`config.mk`:
```
export PLATFORM = sky130hd
export DESIGN_NAME = cpu_ctrl_fsm
export DESIGN_NICKNAME = d
export VERILOG_FILES = /design/src/rtl/cpu_ctrl_pkg.sv /design/src/rtl/cpu_ctrl_decode.sv /design/src/rtl/cpu_ctrl_fsm.sv
export SDC_FILE = /design/constraint.sdc
export NUM_CORES = 1
export LEC_CHECK = 0
export CAP_MARGIN = 5
export CORE_MARGIN = 2
export CORE_UTILIZATION = 40
export CTS_CLUSTER_DIAMETER = 40
export CTS_CLUSTER_SIZE = 30
export DETAILED_ROUTE_END_ITERATION = 7
export GPL_ROUTABILITY_DRIVEN = 0
export PLACE_DENSITY = 0.76
export SLEW_MARGIN = 5
export SYNTH_ARGS = -nofsm -noshare
export SYNTH_HDL_FRONTEND = slang
export SYNTH_HIERARCHICAL = 1
export SYNTH_SLANG_ARGS = --single-unit
```
`constraint.sdc`:
```
create_clock -name clk -period 1.45 [get_ports clk]
set_input_delay 0.2175 -clock clk [delete_from_list [all_inputs] [get_ports clk]]
set_output_delay 0.2175 -clock clk [all_outputs]
set_load 0.005 [all_outputs]
```
`src/rtl/cpu_ctrl_pkg.sv`:
```
// Shared encodings for the multi-cycle CPU control sequencer: FSM states,
// instruction classes, opcode/opext fields and datapath mux selects.
package cpu_ctrl_pkg;

  typedef enum logic [3:0] {
    ST_FETCH,
    ST_DECODE,
    ST_EXEC_R,
    ST_EXEC_I,
    ST_MEM_RD,
    ST_MEM_WR,
    ST_BRANCH,
    ST_JUMP,
    ST_JAL,
    ST_NOP_ADV,
    ST_FAULT
  } state_e;

  typedef enum logic [2:0] {
    CLS_R,
    CLS_I,
    CLS_LOAD,
    CLS_STOR,
    CLS_JAL,
    CLS_JCOND,
    CLS_BCOND,
    CLS_NOP
  } instr_cls_e;

  localparam logic [3:0] OP_RTYPE = 4'b0000;
  localparam logic [3:0] OP_ANDI  = 4'b0001;
  localparam logic [3:0] OP_ORI   = 4'b0010;
  localparam logic [3:0] OP_XORI  = 4'b0011;
  localparam logic [3:0] OP_MEMJ  = 4'b0100;
  localparam logic [3:0] OP_ADDI  = 4'b0101;
  localparam logic [3:0] OP_SHIFT = 4'b1000;
  localparam logic [3:0] OP_SUBI  = 4'b1001;
  localparam logic [3:0] OP_CMPI  = 4'b1011;
  localparam logic [3:0] OP_BCOND = 4'b1100;
  localparam logic [3:0] OP_MOVI  = 4'b1101;
  localparam logic [3:0] OP_LUI   = 4'b1111;

  localparam logic [3:0] EXT_LOAD      = 4'b0000;
  localparam logic [3:0] EXT_STOR      = 4'b0100;
  localparam logic [3:0] EXT_JAL       = 4'b1000;
  localparam logic [3:0] EXT_JCOND     = 4'b1100;
  localparam logic [3:0] EXT_SHIFT_REG = 4'b0100;
  localparam logic [3:0] EXT_CMP       = 4'b1011;
  localparam logic [3:0] EXT_MOV       = 4'b1101;

  localparam logic [1:0] PC_INC  = 2'd0;
  localparam logic [1:0] PC_DISP = 2'd1;
  localparam logic [1:0] PC_REG  = 2'd2;

  localparam logic [1:0] WB_ALU = 2'd0;
  localparam logic [1:0] WB_MEM = 2'd1;
  localparam logic [1:0] WB_PC1 = 2'd2;

endpackage

```
`src/rtl/cpu_ctrl_decode.sv`:
```
// Combinational instruction-class decode from opcode/opext, plus the
// flag-write and register-write qualifiers used by the execute states.
module cpu_ctrl_decode
  import cpu_ctrl_pkg::*;
(
  input  logic [3:0] opcode,
  input  logic [3:0] opext,
  output instr_cls_e cls,
  output logic       flags_we,
  output logic       reg_we
);

  always_comb begin
    cls      = CLS_NOP;
    flags_we = 1'b1;
    reg_we   = 1'b1;
    case (opcode)
      OP_RTYPE: begin
        cls = CLS_R;
        if (opext == EXT_MOV) flags_we = 1'b0;
        if (opext == EXT_CMP) reg_we = 1'b0;
      end
      OP_ANDI, OP_ORI, OP_XORI, OP_ADDI, OP_SUBI, OP_CMPI, OP_MOVI, OP_LUI: begin
        cls = CLS_I;
        if (opcode == OP_MOVI || opcode == OP_LUI) flags_we = 1'b0;
        if (opcode == OP_CMPI) reg_we = 1'b0;
      end
      OP_SHIFT: begin
        // Register-form shift takes its amount from Rsrc, so it uses the R path.
        cls      = (opext == EXT_SHIFT_REG) ? CLS_R : CLS_I;
        flags_we = 1'b0;
      end
      OP_MEMJ: begin
        case (opext)
          EXT_LOAD:  cls = CLS_LOAD;
          EXT_STOR:  cls = CLS_STOR;
          EXT_JAL:   cls = CLS_JAL;
          EXT_JCOND: cls = CLS_JCOND;
          default:   cls = CLS_NOP;
        endcase
      end
      OP_BCOND: cls = CLS_BCOND;
      default:  cls = CLS_NOP;
    endcase
  end

endmodule

```
`src/rtl/cpu_ctrl_fsm.sv`:
```
// Multi-cycle control sequencer for the 16-bit datapath.
// Optional retired-instruction counter enabled by defining CPU_PERF_CNT_EN.
module cpu_ctrl_fsm
  import cpu_ctrl_pkg::*;
#(
  parameter int MEM_WAIT_MAX = 15,
  parameter int CNT_W        = 16
) (
  input  logic             clk,
  input  logic             reset,
  input  logic [3:0]       opcode,
  input  logic [3:0]       opext,
  input  logic             cond_true,
  input  logic             mem_ready,
  output logic             pc_en,
  output logic [1:0]       pc_sel,
  output logic             ir_en,
  output logic             mem_req,
  output logic             mem_we,
  output logic             addr_sel,
  output logic             reg_we,
  output logic [1:0]       wb_sel,
  output logic             alu_srcb,
  output logic             flags_we,
  output logic             fault,
  output logic [CNT_W-1:0] instr_cnt
);

  localparam logic [7:0] WAIT_LIMIT = 8'(MEM_WAIT_MAX - 1);

  state_e     state_q, state_d;
  logic [7:0] wait_cnt_q, wait_cnt_d;
  instr_cls_e dec_cls;
  logic       dec_flags_we;
  logic       dec_reg_we;

  cpu_ctrl_decode u_decode (
    .opcode   (opcode),
    .opext    (opext),
    .cls      (dec_cls),
    .flags_we (dec_flags_we),
    .reg_we   (dec_reg_we)
  );

  always_comb begin
    state_d    = state_q;
    wait_cnt_d = wait_cnt_q;
    pc_en      = 1'b0;
    pc_sel     = PC_INC;
    ir_en      = 1'b0;
    mem_req    = 1'b0;
    mem_we     = 1'b0;
    addr_sel   = 1'b0;
    reg_we     = 1'b0;
    wb_sel     = WB_ALU;
    alu_srcb   = 1'b0;
    flags_we   = 1'b0;
    fault      = 1'b0;
    case (state_q)
      ST_FETCH: begin
        mem_req = 1'b1;
        if (mem_ready) begin
          ir_en   = 1'b1;
          state_d = ST_DECODE;
        end
      end
      ST_DECODE: begin
        case (dec_cls)
          CLS_R:     state_d = ST_EXEC_R;
          CLS_I:     state_d = ST_EXEC_I;
          CLS_LOAD:  state_d = ST_MEM_RD;
          CLS_STOR:  state_d = ST_MEM_WR;
          CLS_BCOND: state_d = ST_BRANCH;
          CLS_JCOND: state_d = ST_JUMP;
          CLS_JAL:   state_d = ST_JAL;
          default:   state_d = ST_NOP_ADV;
        endcase
      end
      ST_EXEC_R, ST_EXEC_I: begin
        reg_we   = dec_reg_we;
        flags_we = dec_flags_we;
        alu_srcb = (state_q == ST_EXEC_I);
        pc_en    = 1'b1;
        state_d  = ST_FETCH;
      end
      ST_MEM_RD: begin
        mem_req  = 1'b1;
        addr_sel = 1'b1;
        if (mem_ready) begin
          reg_we  = 1'b1;
          wb_sel  = WB_MEM;
          pc_en   = 1'b1;
          state_d = ST_FETCH;
        end
      end
      ST_MEM_WR: begin
        mem_req  = 1'b1;
        mem_we   = 1'b1;
        addr_sel = 1'b1;
        if (mem_ready) begin
          pc_en   = 1'b1;
          state_d = ST_FETCH;
        end
      end
      ST_BRANCH: begin
        pc_en   = 1'b1;
        pc_sel  = cond_true ? PC_DISP : PC_INC;
        state_d = ST_FETCH;
      end
      ST_JUMP: begin
        pc_en   = 1'b1;
        pc_sel  = cond_true ? PC_REG : PC_INC;
        state_d = ST_FETCH;
      end
      ST_JAL: begin
        reg_we  = 1'b1;
        wb_sel  = WB_PC1;
        pc_en   = 1'b1;
        pc_sel  = PC_REG;
        state_d = ST_FETCH;
      end
      ST_NOP_ADV: begin
        pc_en   = 1'b1;
        state_d = ST_FETCH;
      end
      ST_FAULT: fault = 1'b1;
      default:  state_d = ST_FETCH;
    endcase

    // Timeout: the cycle that would bring the wait count to MEM_WAIT_MAX faults.
    if (mem_req && !mem_ready) begin
      wait_cnt_d = wait_cnt_q + 8'd1;
      if (wait_cnt_q == WAIT_LIMIT) state_d = ST_FAULT;
    end
    if (state_d != state_q) wait_cnt_d = '0;
  end

  always_ff @(posedge clk) begin
    if (reset) begin
      state_q    <= ST_FETCH;
      wait_cnt_q <= '0;
    end else begin
      state_q    <= state_d;
      wait_cnt_q <= wait_cnt_d;
    end
  end

`ifdef CPU_PERF_CNT_EN
  logic [CNT_W-1:0] instr_cnt_q, instr_cnt_d;

  always_comb begin
    instr_cnt_d = instr_cnt_q;
    if (pc_en) instr_cnt_d = instr_cnt_q + 1'b1;
  end

  always_ff @(posedge clk) begin
    if (reset) instr_cnt_q <= '0;
    else       instr_cnt_q <= instr_cnt_d;
  end

  assign instr_cnt = instr_cnt_q;
`else
  assign instr_cnt = '0;
`endif

endmodule

```
Yosys cells after proc, flatten, opt, wreduce, memory -nomap -nowiden --
Cells that the tools add are included.
Storage, ports and cells: word-level logic and storage cells 80, bits in registers 12
Cells by class: add/sub/neg operators 1, reductions and logical operators 13, multiplexer cells 30, eq/ne operators 34
Operators by type and width (count):
- 4-bit equality test (second input constant) | 13
- 4-bit by 3-bit equality test with 1-bit output (second input constant) | 7
- 4-bit one-hot mux with 7 select lines | 1
- 4-bit by 2-bit equality test with 1-bit output (second input constant) | 4
- 4-bit 2-to-1 mux | 4
- 4-bit one-hot mux with 4 select lines | 1
- 1-bit 2-to-1 mux | 15
- 3-bit one-hot mux with 5 select lines | 1
- 4-bit zero test | 3
- 3-bit one-hot mux with 4 select lines | 1
- 3-bit equality test (second input constant) | 3
- 8-bit by 1-bit adder with 8-bit output (second input constant) | 1
- 4-bit by 1-bit equality test with 1-bit output (second input constant) | 2
- 8-bit by 4-bit equality test with 1-bit output (second input constant) | 1
- 8-bit OR reduction | 1
- 3-bit by 2-bit equality test with 1-bit output (second input constant) | 2
- 1-bit one-hot mux with 3 select lines | 2
- 2-bit one-hot mux with 3 select lines | 1
- 2-bit OR reduction | 3
- 6-bit OR reduction | 1
- 4-bit inequality test | 1
- 1-bit one-hot mux with 2 select lines | 2
- 2-bit one-hot mux with 2 select lines | 1
- 3-bit by 1-bit equality test with 1-bit output (second input constant) | 1
- 6 further kinds | 6

Longest topological paths before layout --
Gate-level depths: netlist (run 1).
depth after elaboration 10, gate-level depth with buffers 8

Modules after synthesis --
Netlist (run 1), hierarchy kept.
Modules (own cells, without submodules):
- cpu_ctrl_fsm | instances 1, cells an instance 117, area an instance 952.2 µm², sequential area each 240.2 µm²
- cpu_ctrl_decode | instances 1, cells an instance 22, area an instance 150.1 µm², sequential area each 0.0 µm²

Worst setup path after synthesis (run 1) --
Ideal clock, no wire load.
path kind register to register, start point register state_q[3], end point register wait_cnt_q[7], data arrival time 1.391 ns, library setup time 0.120 ns, buffers on the path 1, setup slack -0.062 ns, clock period less this slack 1.512 ns, stages on the path, launching flop included 6, cell sequence dfxtp_1 buf_6 or4b_4 nor4_4 xnor2_1 nor2_2
Between the ends: cells in the longest elaborated chain, start to end 7, elaborated cells on any way between the ends 16
Ends and longest elaborated chain:
- from (decl) | line cpu_ctrl_fsm.sv:31 | state_e state_q, state_d;
- from (signal assigned) | line cpu_ctrl_fsm.sv:143 | state_q <= state_d;
- 4-bit by 3-bit equality test with 1-bit output / 4-bit zero test (equally long branches) | line cpu_ctrl_fsm.sv:59 | case (state_q)
- 2-bit OR reduction (no line) / 3-bit OR reduction (equally long branches)
- 4-bit one-hot mux with 4 select lines / 1-bit 2-to-1 mux (equally long branches) | line cpu_ctrl_fsm.sv:59
- 4-bit 2-to-1 mux / 1-bit logical AND (equally long branches) | line cpu_ctrl_fsm.sv:133, cpu_ctrl_fsm.sv:131
- 4-bit 2-to-1 mux | line cpu_ctrl_fsm.sv:131 | if (mem_req && !mem_ready) begin
- 4-bit inequality test | line cpu_ctrl_fsm.sv:135 | if (state_d != state_q) wait_cnt_d = '0;
- 2-bit OR reduction (no line)
- to (signal assigned) | line cpu_ctrl_fsm.sv:144 | wait_cnt_q <= wait_cnt_d;
- to (decl) | line cpu_ctrl_fsm.sv:32 | logic [7:0] wait_cnt_q, wait_cnt_d;
Several ways; a longest one is shown, not always the timed one. A chain may end at the register's enable or synchronous reset.

Final worst setup path (run 1) --
start point register state_q[1], end point register wait_cnt_q[7]
The elaborated chain is that of the path after synthesis.

==> metrics, run 1 <==
status finished with violations; failing checks negative setup slack; Net Sw Frac 34.4%; Max stage delay cell, worst path or4b_4; Final Skew between 0.006 and 0.007 ns; register area share after synthesis 21.8%; placed insts around 220; CP max FO 5; FP Rows 19; Max Transition Viols Final 0; RSZ-0062 raised after global routing yes; slowest stage delay, CP 0.59 ns; area grow syn2layout 68.4%; top cell type's share of synthesized area between 20% and 30%; clk slew on worst S/H paths roughly 0.07 ns; P per Cell Area roughly 550 nW/µm²; largest net degree at the start of global routing 14; CP endpoint wait_cnt_q[7]$_SDFFE_PP0P_; WL/cell between 15 and 20 µm; Avg Synthesized Cell Area 7.93 µm²; Post-CTS Hold Buffers 0; reg-to-reg endpoint wait_cnt_q[7]$_SDFFE_PP0P_; I/O pin total ~40; Synth async-reset ratio 0%; Int Power 667 µW; GRT Total Usage 21.7%; Cell Area, Placed 1540 µm²; Crit Path Category register to register; DRC viols 0; Synth area leader dfxtp_1; Seq pwr share 35.9%; DRT iter0 DRCs 27; CTS tree yes; Final Setup Violations 11; Worst Setup End Kind register; maximum VDD drop 0.000469 V; Clk Latency, worst-skew pair 0.29 ns; largest cells by area after synthesis dfxtp_1, buf_4, xnor2_1; final worst-path setup slack -0.107 ns; Post-DP HPWL ~2.3 mm; Switch Pwr 349 µW; CP Launch Type register; Diodes inserted 0; Synth Cell Area about 1100 µm²; CP cell instances buf_6, or4b_4, nor4_4, xnor2_1, nor2_2; H-tree Lvls 1; Critical Path AT 1.73 ns; number of synthesized flops with an enable pin 0; final core occ 69.1%; via count of the first global-routing pass 1199; Clock Sinks 12; CP startpoint state_q[1]$_SDFF_PP0_; Final period util 107%; Chip Width about 56 µm; area of the die 3190 µm²; initial antenna violation count 0; min Tclk post-route 1.56 ns; core box area 2690 µm²; Yosys warnings 6; nets@finish 222; combinational group share of total power 42.7%; Synth Flop Type dfxtp_1; Max Cap Viol 0; Routed Antenna Nets 0; cts bufs inserted 3; worst reg2reg path depth 5; Synth cell types 46; Fin Setup TNS -0.651 ns; GRT overflow 0; Reg2Reg Setup Slack -0.11 ns; Non-Filler Instances around 240; routed vias 1260; leak pwr about 0.00083 µW; worst path required time approximately 1.6 ns; DRT Pass-1 Iters 4; clk root buf clkbuf_4; clock buffer depth 2; synthesized instance count 139; Clock power frac 21.4%; routed wire length 3.57 mm; Hold/Removal Path Class register to register; Final Cell Area between 1500 and 2000 µm²; Die Span Y 56.5 µm; initial core utilization just over 40%; #FFs+latches synth 12; first-pass GRT wire length 5.38 mm; I/O Buffers 24; Via density around 5.3; Fin. Hold Viols 0; r2r startpoint state_q[1]$_SDFF_PP0_; Max Clk Rate 642 MHz; layout cell share with drive strength beyond 1 55.3%
flip-flops by register name (all words and copies together) (netlist names):
register / count
state_q: 4
wait_cnt_q: 8
critical path: cells and delay by family, from the launching register on:
family        cells  cell delay, ns
buf+inv           1            0.13
simple gates      3            0.80
xor+xnor          1            0.16
flops             1            0.36
cells by family (layout without fill, tap and decap cells):
family,count (synthesis),count (layout),share of synthesized area [%]
buffers and inverters,26,78,15.8
other,1,16,0.340
and+or+nand+nor,66,66,37.8
xor gates and xnor gates,10,10,7.95
DFF,12,12,21.8
adders and majority gates,2,2,2.27
AOI/OAI and AO/OA,22,22,14.1
synth_stat cells, types with 2 or more instances:
master,count
xor2_1,2
nor2_1,13
and3b_1,2
o21ai_1,3
nor2b_1,6
nand4_1,4
inv_1,3
and3_1,6
ha_1,2
nor3_1,3
buf_6,2
nor4_1,4
a21oi_1,5
and2_1,3
nand3_1,3
nor4b_1,3
nor3_2,2
nand2b_1,3
buf_4,16
xnor2_1,8
a41o_1,2
nand2_1,6
dfxtp_1,12
clkbuf_1,4
power by group through the flow:
stage | Clock [µW] | Sequential [µW] | Combinational (µW)
floorplan | 0 | 357 | 194
global placement | 0 | 368 | 324
detailed placement | 0 | 369 | 335
CTS | 219 | 363 | 395
global route | 235 | 366 | 462
finish | 218 | 365 | 434
cell type report:
type / count / area [µm²]
flip-flops and latches: 12 / 255
fillers: 221 / 830
multi-input cells: 116 / 952
inverters: 3 / 11.3
repair buffers: 72 / 577
clock buffers: 3 / 22.5
well taps: 31 / 38.8
how the worst min path moves through the flow:
| stage | cells after the start | slack, ns | startpoint | end |
|---|---|---|---|---|
| 6_report | 2 | 0.56 | wait_cnt_q[7]$_SDFFE_PP0P_ | wait_cnt_q[7]$_SDFFE_PP0P_ |
| 5_1_grt | 2 | 0.61 | wait_cnt_q[2]$_SDFFE_PP0P_ | wait_cnt_q[2]$_SDFFE_PP0P_ |
| 4_1_cts | 5 | 0.53 | mem_ready | state_q[0]$_SDFF_PP0_ |
| 3_5_place_dp | 2 | 0.54 | wait_cnt_q[2]$_SDFFE_PP0P_ | wait_cnt_q[2]$_SDFFE_PP0P_ |
| 3_3_place_gp | 2 | 0.51 | wait_cnt_q[7]$_SDFFE_PP0P_ | wait_cnt_q[7]$_SDFFE_PP0P_ |
| 2_1_floorplan | 1 | 0.29 | reset | state_q[1]$_SDFF_PP0_ |
cells in the final DEF, fill, tap and decap left out, drive strengths merged, types with 2 or more instances in the layout:
cell,Yosys,layout
clkdlybuf4s15,0,3
clkbuf,4,6
and3,6,6
and2,3,3
a41o,2,2
buf,19,62
o21ai,4,4
nand2b,3,3
xor2,2,2
nor3,5,5
ha,2,2
inv,3,3
and3b,2,2
nor3b,2,2
nor4b,3,3
nor2b,6,6
nor2,14,14
nand4,4,4
xnor2,8,8
clkdlybuf4s50,0,2
conb,1,16
dlygate4sd2,0,2
a21oi,5,5
nor4,6,6
nand3,3,3
nand2,6,6
dfxtp,12,12
timing repair:
| action | 4_1_cts | 5_1_grt |
|---|---|---|
| endpoints found under the setup margin | 25 | 23 |
| setup buffers | 8 | 6 |
| hold endpoints to repair | 0 | 0 |
| resized for setup | 121 | 23 |
| pin swaps | 32 | 14 |
per-layer routing:
layer	up-vias	GRT usage (%)	share of wire (%)
li1	601	-	-
met1	600	21.9	35
met2	43	42.0	58
met3	16	2.76	2.9
met4	0	11.6	4.3
met5	-	0	0
metrics by stage:
step	hold slack, ns	power [µW]	setup WS [ns]
floorplan	0.287	551	0.0130
global placement	0.513	691	-0.621
detailed placement	0.541	704	-0.678
CTS	0.528	977	-0.120
global route	0.608	1060	-0.170
finish	0.557	1020	-0.107
No activity file was read; power rests on OpenSTA's default activity.
==> run 2, diff against run 1 <==
--- a/config.mk
+++ b/config.mk
@@ -7,12 +7,12 @@
 export LEC_CHECK = 0
 export CAP_MARGIN = 5
 export CORE_MARGIN = 2
-export CORE_UTILIZATION = 40
+export CORE_UTILIZATION = 44
 export CTS_CLUSTER_DIAMETER = 40
 export CTS_CLUSTER_SIZE = 30
 export DETAILED_ROUTE_END_ITERATION = 7
 export GPL_ROUTABILITY_DRIVEN = 0
-export PLACE_DENSITY = 0.76
+export PLACE_DENSITY = 0.8
 export SLEW_MARGIN = 5
 export SYNTH_ARGS = -nofsm -noshare
 export SYNTH_HDL_FRONTEND = slang
==> constraint.sdc (replaced) <==
create_clock -name clk -period 1.56 [get_ports clk]
set_input_delay 0.234 -clock clk [delete_from_list [all_inputs] [get_ports clk]]
set_output_delay 0.234 -clock clk [all_outputs]
set_load 0.005 [all_outputs]
==> run 2 against run 1 <==
The run still ends with negative setup slack left. Clock skew fell by 0.0063 ns. Clock power increased by 14%. Critical path depth grew 2. Die area fell by 8.5%. Hold slack worse by 0.021 ns. Sequential share of layout area is 0.11 points lower. First-iteration DRC count down 67%. Setup slack improved by 0.072 ns.
==> metrics, run 2 (synthesis results as in run 1) <==
status finished with violations; failing checks negative setup slack; Critical Path AT 1.81 ns (+0.08 ns); routed wire length 3.86 mm (+8.4%); worst-margin pin slew around 0.48 ns; initial antenna violation count 0 (unchanged); combinational group share of total power 40.9% (-1.8 points); Seq pwr share 34.0% (-1.9 points); GRT overflow 0 (unchanged); via count of the first global-routing pass 1244 (+3.8%); core box area 2430 µm² (-9.5%); WL/cell 16.4 µm (+9.3%); multi-input combinational cell area 941 µm² (-1.2%); CP cell instances buf_6, buf_6, nor3_4, nand2_1, a221o_1, buf_6, nor2_2; Clock power frac 25.1% (+3.7 points); CP max FO 5 (unchanged); Post-CTS Hold Buffers 0 (unchanged); cts bufs inserted 3 (unchanged); commonest non-fill, non-tap cell in the layout buf_4; DRT iter0 DRCs 9 (-67%); Worst Setup End Kind register; GRT Total Usage 25.0% (+3.3 points); Max Clk Rate 627 MHz (-2.4%); Int Power 669 µW (+0.30%); CTS tree yes; worst path required time 1.78 ns (+0.15 ns); routed vias 1273 (+1.0%); area of the die 2920 µm² (-8.5%); Routed Antenna Nets 0 (unchanged); I/O pin total 41 (unchanged); leak pwr 0.000822 µW (-0.64%); P per Cell Area 530 nW/µm² (-3.2%); Clock Sinks 12 (unchanged); RSZ-0062 raised after global routing yes; FILL cells 159 (-28%); Max Cap Viol 0 (unchanged); Slew headroom 67.4%; M3 GR Usage 5.56% (+2.8 points); area grow syn2layout 69.8%; Final Skew 0.000415 ns (-0.00629 ns); Die Span Y 54.1 µm (-4.3%); Fin. Hold Viols 0 (unchanged); Max stage delay cell, worst path a221o_1; M2 GR Usage 53.7% (+12 points); met1 Use GR 22.0% (+0.10 points); clk slew on worst S/H paths 0.08 ns (about the same); Post-Place Worst Slack -0.597 ns (+0.0806 ns); Switch Pwr 323 µW (-7.6%); number of flip-flops in the largest register 8 (unchanged); Via density 5.42 (+1.9%); H-tree Lvls 1 (unchanged); hold slack 0.536 ns (-0.0209 ns); initial core utilization 45.3% (+4.3 points); Hold/Removal Path Class register to register; Crit Path Category register to register; min Tclk post-route 1.59 ns (+0.0380 ns); largest net degree at the start of global routing 11 (-3); slowest stage delay, CP 0.39 ns (-0.20 ns); Final period util 102% (-5.1 points); first-pass GRT wire length 5.30 mm (-1.5%); Top Usage Layer GRT met2; Max Transition Viols Final 0 (unchanged); Final Setup Violations 9 (-2); Chip Width 54.1 µm (-4.3%); FF/Latch Area 255 µm² (unchanged); nets@finish 220 (-0.90%); layout cell share with drive strength beyond 1 50.2% (-5.1 points); DRT Pass-1 Iters 4 (unchanged); final worst-path setup slack -0.0346 ns (+0.0720 ns); Post-DP HPWL 2.22 mm (-1.5%); FP Rows 18 (-1); crit-path most repeated cell buf_6; Reg2Reg Setup Slack -0.03 ns (+0.07 ns); Biggest register wait_cnt_q; Net Sw Frac 32.5% (-1.8 points); clk root buf clkbuf_4; I/O Buffers 24 (unchanged); Diodes inserted 0 (unchanged); CP Launch Type register; DRC viols 0 (unchanged); commonest cells after routing, fill and taps aside buf_4, conb_1, buf_6; maximum VDD drop 0.000478 V (+1.9%); Top Registers wait_cnt_q (8), state_q (4); Clk Latency, worst-skew pair 0.27 ns (-0.02 ns); clock buffer depth 2 (unchanged)
[run 2: changes by cell type in the layout (fill, tap and decap cells not counted), sizes merged]
cell           before  now
clkdlybuf4s15       3    7
buf                62   52
clkbuf              6    7
dlygate4sd2         2    6
[run 2: final timing paths]
kind                                                 start                         end  cells past startpoint
worst max-delay path                 state_q[3]$_SDFF_PP0_  wait_cnt_q[5]$_SDFFE_PP0P_                      7
worst min-delay path            wait_cnt_q[7]$_SDFFE_PP0P_  wait_cnt_q[7]$_SDFFE_PP0P_                      2
worst min register to register  wait_cnt_q[7]$_SDFFE_PP0P_  wait_cnt_q[7]$_SDFFE_PP0P_                      2
worst max register to register       state_q[3]$_SDFF_PP0_  wait_cnt_q[5]$_SDFFE_PP0P_                      7
[run 2: through the flow]
step / utilization (%) / total power (µW) / instance area, µm² / TNS [ns] / std cells
CTS: 70.1 / 929 / 1710 / -0.0251 / 232
floorplan: - / 512 / 1160 / 0 / 154
global route: 77.0 / 1030 / 1870 / -0.681 / 235
global placement: 63.2 / 647 / 1540 / -5.47 / 220
detailed placement: 63.2 / 657 / 1540 / -6.13 / 220
finish: 77.0 / 991 / 1870 / -0.123 / 235
[run 2: worst max-delay path, delay by kind of cell (launching register included)]
family / cells / cell delay [ns]
buffers and inverters: 3 / 0.41
AO/OA/AOI/OAI: 1 / 0.39
flip-flops: 1 / 0.37
AND/OR/NAND/NOR: 3 / 0.36
[run 2: layout make-up]
| type | instances | area share [%] |
|---|---|---|
| Timing Repair Buffer | 70 | 31.6 |
| Multi-Input combinational cell | 116 | 50.3 |
| Clock buffer | 4 | 1.94 |
| Inverter | 3 | 0.602 |
| Sequential cell | 12 | 13.6 |
| Tap cell | 30 | 2.01 |
[run 2: timing repair]
item,CTS,global route
setup buffers,8,3
pin swaps,13,13
gates resized for setup,80,39
setup endpoints to repair,24,22
[run 2: metal layers]
layer	part of all wire [%]	wire, µm
met1	35	1370
met2	58	2250
met3	3.1	118
met4	3.4	131
met5	0	0
[run 2: power by group through the flow]
stage,Sequential [µW],Clock [µW],Combinational (µW)
finish,338,248,405
global route,340,262,430
CTS,335,254,341
detailed placement,342,0,315
global placement,342,0,306
floorplan,332,0,180
==> run 3, diff against run 2 <==
--- a/config.mk
+++ b/config.mk
@@ -6,13 +6,15 @@
 export NUM_CORES = 1
 export LEC_CHECK = 0
 export CAP_MARGIN = 5
+export CELL_PAD_IN_SITES_DETAIL_PLACEMENT = 0
+export CELL_PAD_IN_SITES_GLOBAL_PLACEMENT = 1
 export CORE_MARGIN = 2
-export CORE_UTILIZATION = 44
+export CORE_UTILIZATION = 31
 export CTS_CLUSTER_DIAMETER = 40
 export CTS_CLUSTER_SIZE = 30
 export DETAILED_ROUTE_END_ITERATION = 7
 export GPL_ROUTABILITY_DRIVEN = 0
-export PLACE_DENSITY = 0.8
+export PLACE_DENSITY_LB_ADDON = 0.1
 export SLEW_MARGIN = 5
 export SYNTH_ARGS = -nofsm -noshare
 export SYNTH_HDL_FRONTEND = slang
==> run 3 against run 2 <==
The run still ends with negative setup slack left. Register-to-register slack better by 0.04 ns. Critical path depth down 2. Sequential share of layout area up 0.47 points. Utilization down 23 points. Critical path type is now register to primary output. Critical endpoint is now reg_we.
==> metrics, run 3 (synthesis results as in run 1) <==
GRT overflow 0 (unchanged); routed wl met2 1.58 mm (-30%); Crit Path Category register to primary output; routed wire length 2.88 mm (-26%); final worst-path setup slack -0.00620 ns (+0.0284 ns); Post-CTS Hold Buffers 0 (unchanged); Max Transition Viols Final 0 (unchanged); Final Setup Violations 1 (-8); Top Registers wait_cnt_q (8), state_q (4); Int Power 664 µW (-0.74%); initial core utilization 32.8% (-13 points); DRT Pass-1 Iters 4 (unchanged); Final period util 100% (-1.8 points); WL/cell 11.7 µm (-29%); cts bufs inserted 3 (unchanged); clk slew on worst S/H paths 0.08 ns (about the same); CP startpoint state_q[1]$_SDFF_PP0_; Max Clk Rate 638 MHz (+1.8%); layout cell share with drive strength beyond 1 47.7% (-2.5 points); commonest non-fill, non-tap cell in the layout buf_4; Critical Path AT 1.33 ns (-0.48 ns); Worst Setup End Kind primary output; status finished with violations; min Tclk post-route 1.57 ns (-0.0284 ns); Via density 4.67 (-14%); r2r startpoint state_q[3]$_SDFF_PP0_; initial antenna violation count 0 (unchanged); number of flip-flops in the largest register 8 (unchanged); Cell Area, Placed 1540 µm² (+0.33%); Post-Place Worst Slack -0.544 ns (+0.0534 ns); Seq pwr share 35.2% (+1.2 points); Routed Antenna Nets 0 (unchanged); Switch Pwr 307 µW (-4.9%); FP Rows 21 (+3); failing checks negative setup slack; nets@finish 214 (-2.7%); I/O Buffers 24 (unchanged); Chip Width 63.6 µm (+18%); CP Launch Type register; Clock Sinks 12 (unchanged); Clock power frac 26.2% (+1.1 points); Clk Latency, worst-skew pair 0.29 ns (+0.02 ns); Max Cap Viol 0 (unchanged); via count of the first global-routing pass 1119 (-10%); worst path required time 1.33 ns (-0.45 ns); area grow syn2layout 64.9%; H-tree Lvls 1 (unchanged); Final Cell Area 1820 µm² (-2.9%); Biggest register wait_cnt_q; maximum VDD drop 0.000224 V (-53%); CTS tree yes; CP max FO 3 (-2); I/O pin total 41 (unchanged); largest net degree at the start of global routing 14 (+3); clk root buf clkbuf_4; Die Span Y 63.6 µm (+18%); area of the die 4050 µm² (+39%); Worst Hold Launch wait_cnt_q[7]$_SDFFE_PP0P_; combinational group share of total power 38.6% (-2.3 points); DRC viols 0 (unchanged); Final Skew 0.0117 ns (+0.0113 ns); met3 wire len 71 µm (-40%); routed vias 1144 (-10%); Met1 Wirelength 1.21 mm (-12%); FILL cells 345 (+120%); GRT Total Usage 14.6% (-10 points); DRT iter0 DRCs 24 (+15); first-pass GRT wire length 4.77 mm (-10%); core box area 3360 µm² (+38%); Fin. Hold Viols 0 (unchanged); P per Cell Area 534 nW/µm² (+0.80%); RSZ-0062 raised after global routing yes; Post-DP HPWL 2.20 mm (-1.0%); Net Sw Frac 31.6% (-0.93 points); Max Used Layer met4; Diodes inserted 0 (unchanged); leak pwr 0.000795 µW (-3.4%); Hold/Removal Path Class register to register; commonest cells after routing, fill and taps aside buf_4, conb_1, buf_6; clock buffer depth 2 (unchanged)
[run 3: per-layer routing]
metal,GRT usage [%],vias up
met4,5.71,0
met2,26.8,20
li1,-,591
met1,17.5,530
met5,0,-
met3,1.07,3
[run 3: final timing paths]
kind	to	slack, ns	cells past startpoint
max	reg_we	-0.006	5
min	wait_cnt_q[7]$_SDFFE_PP0P_	0.53	2
max reg2reg	wait_cnt_q[5]$_SDFFE_PP0P_	0.01	5
min reg2reg	wait_cnt_q[7]$_SDFFE_PP0P_	0.53	2
[run 3: worst max-delay path, stage by stage, from the launching register on]
cell and delay, ns:
dfxtp_4 0.37, buf_6 0.12, buf_6 0.11, buf_6 0.11, a32o_1 0.23, clkbuf_2 0.11
[run 3: final cells by class]
class	instances	area [µm²]	area share, %
flip-flops and latches	12	256	14.1
multi-input cells	116	920	50.6
repair buffers	64	537	29.5
clock buffers	4	36.3	2.00
inverters	3	11.3	0.619
well taps	46	57.6	3.17
[run 3: power by group through the flow]
stage          Clock, µW  Combinational [µW]  Sequential, µW
2_1_floorplan          0                 180             332
3_3_place_gp           0                 302             345
3_5_place_dp           0                 307             345
4_1_cts              252                 343             338
5_1_grt              273                 408             345
6_report             255                 374             342
[run 3: what timing repair did]
item                       4_1_cts  5_1_grt
setup endpoints to repair       21       21
gates resized for setup         68       36
setup buffers                    6        1
pin swaps                        9        6
[run 3: metrics by stage]
step | std cells | util [%] | power [µW] | hold WS (ns) | setup TNS [ns]
5_1_grt | 245 | 54.1 | 1030 | 0.571 | -0.198
4_1_cts | 244 | 51.2 | 933 | 0.536 | -0.133
6_report | 245 | 54.1 | 971 | 0.532 | -0.00620
2_1_floorplan | 154 | - | 512 | 0.303 | 0
3_3_place_gp | 234 | 45.8 | 648 | 0.521 | -5.85
3_5_place_dp | 234 | 45.8 | 651 | 0.528 | -6.17
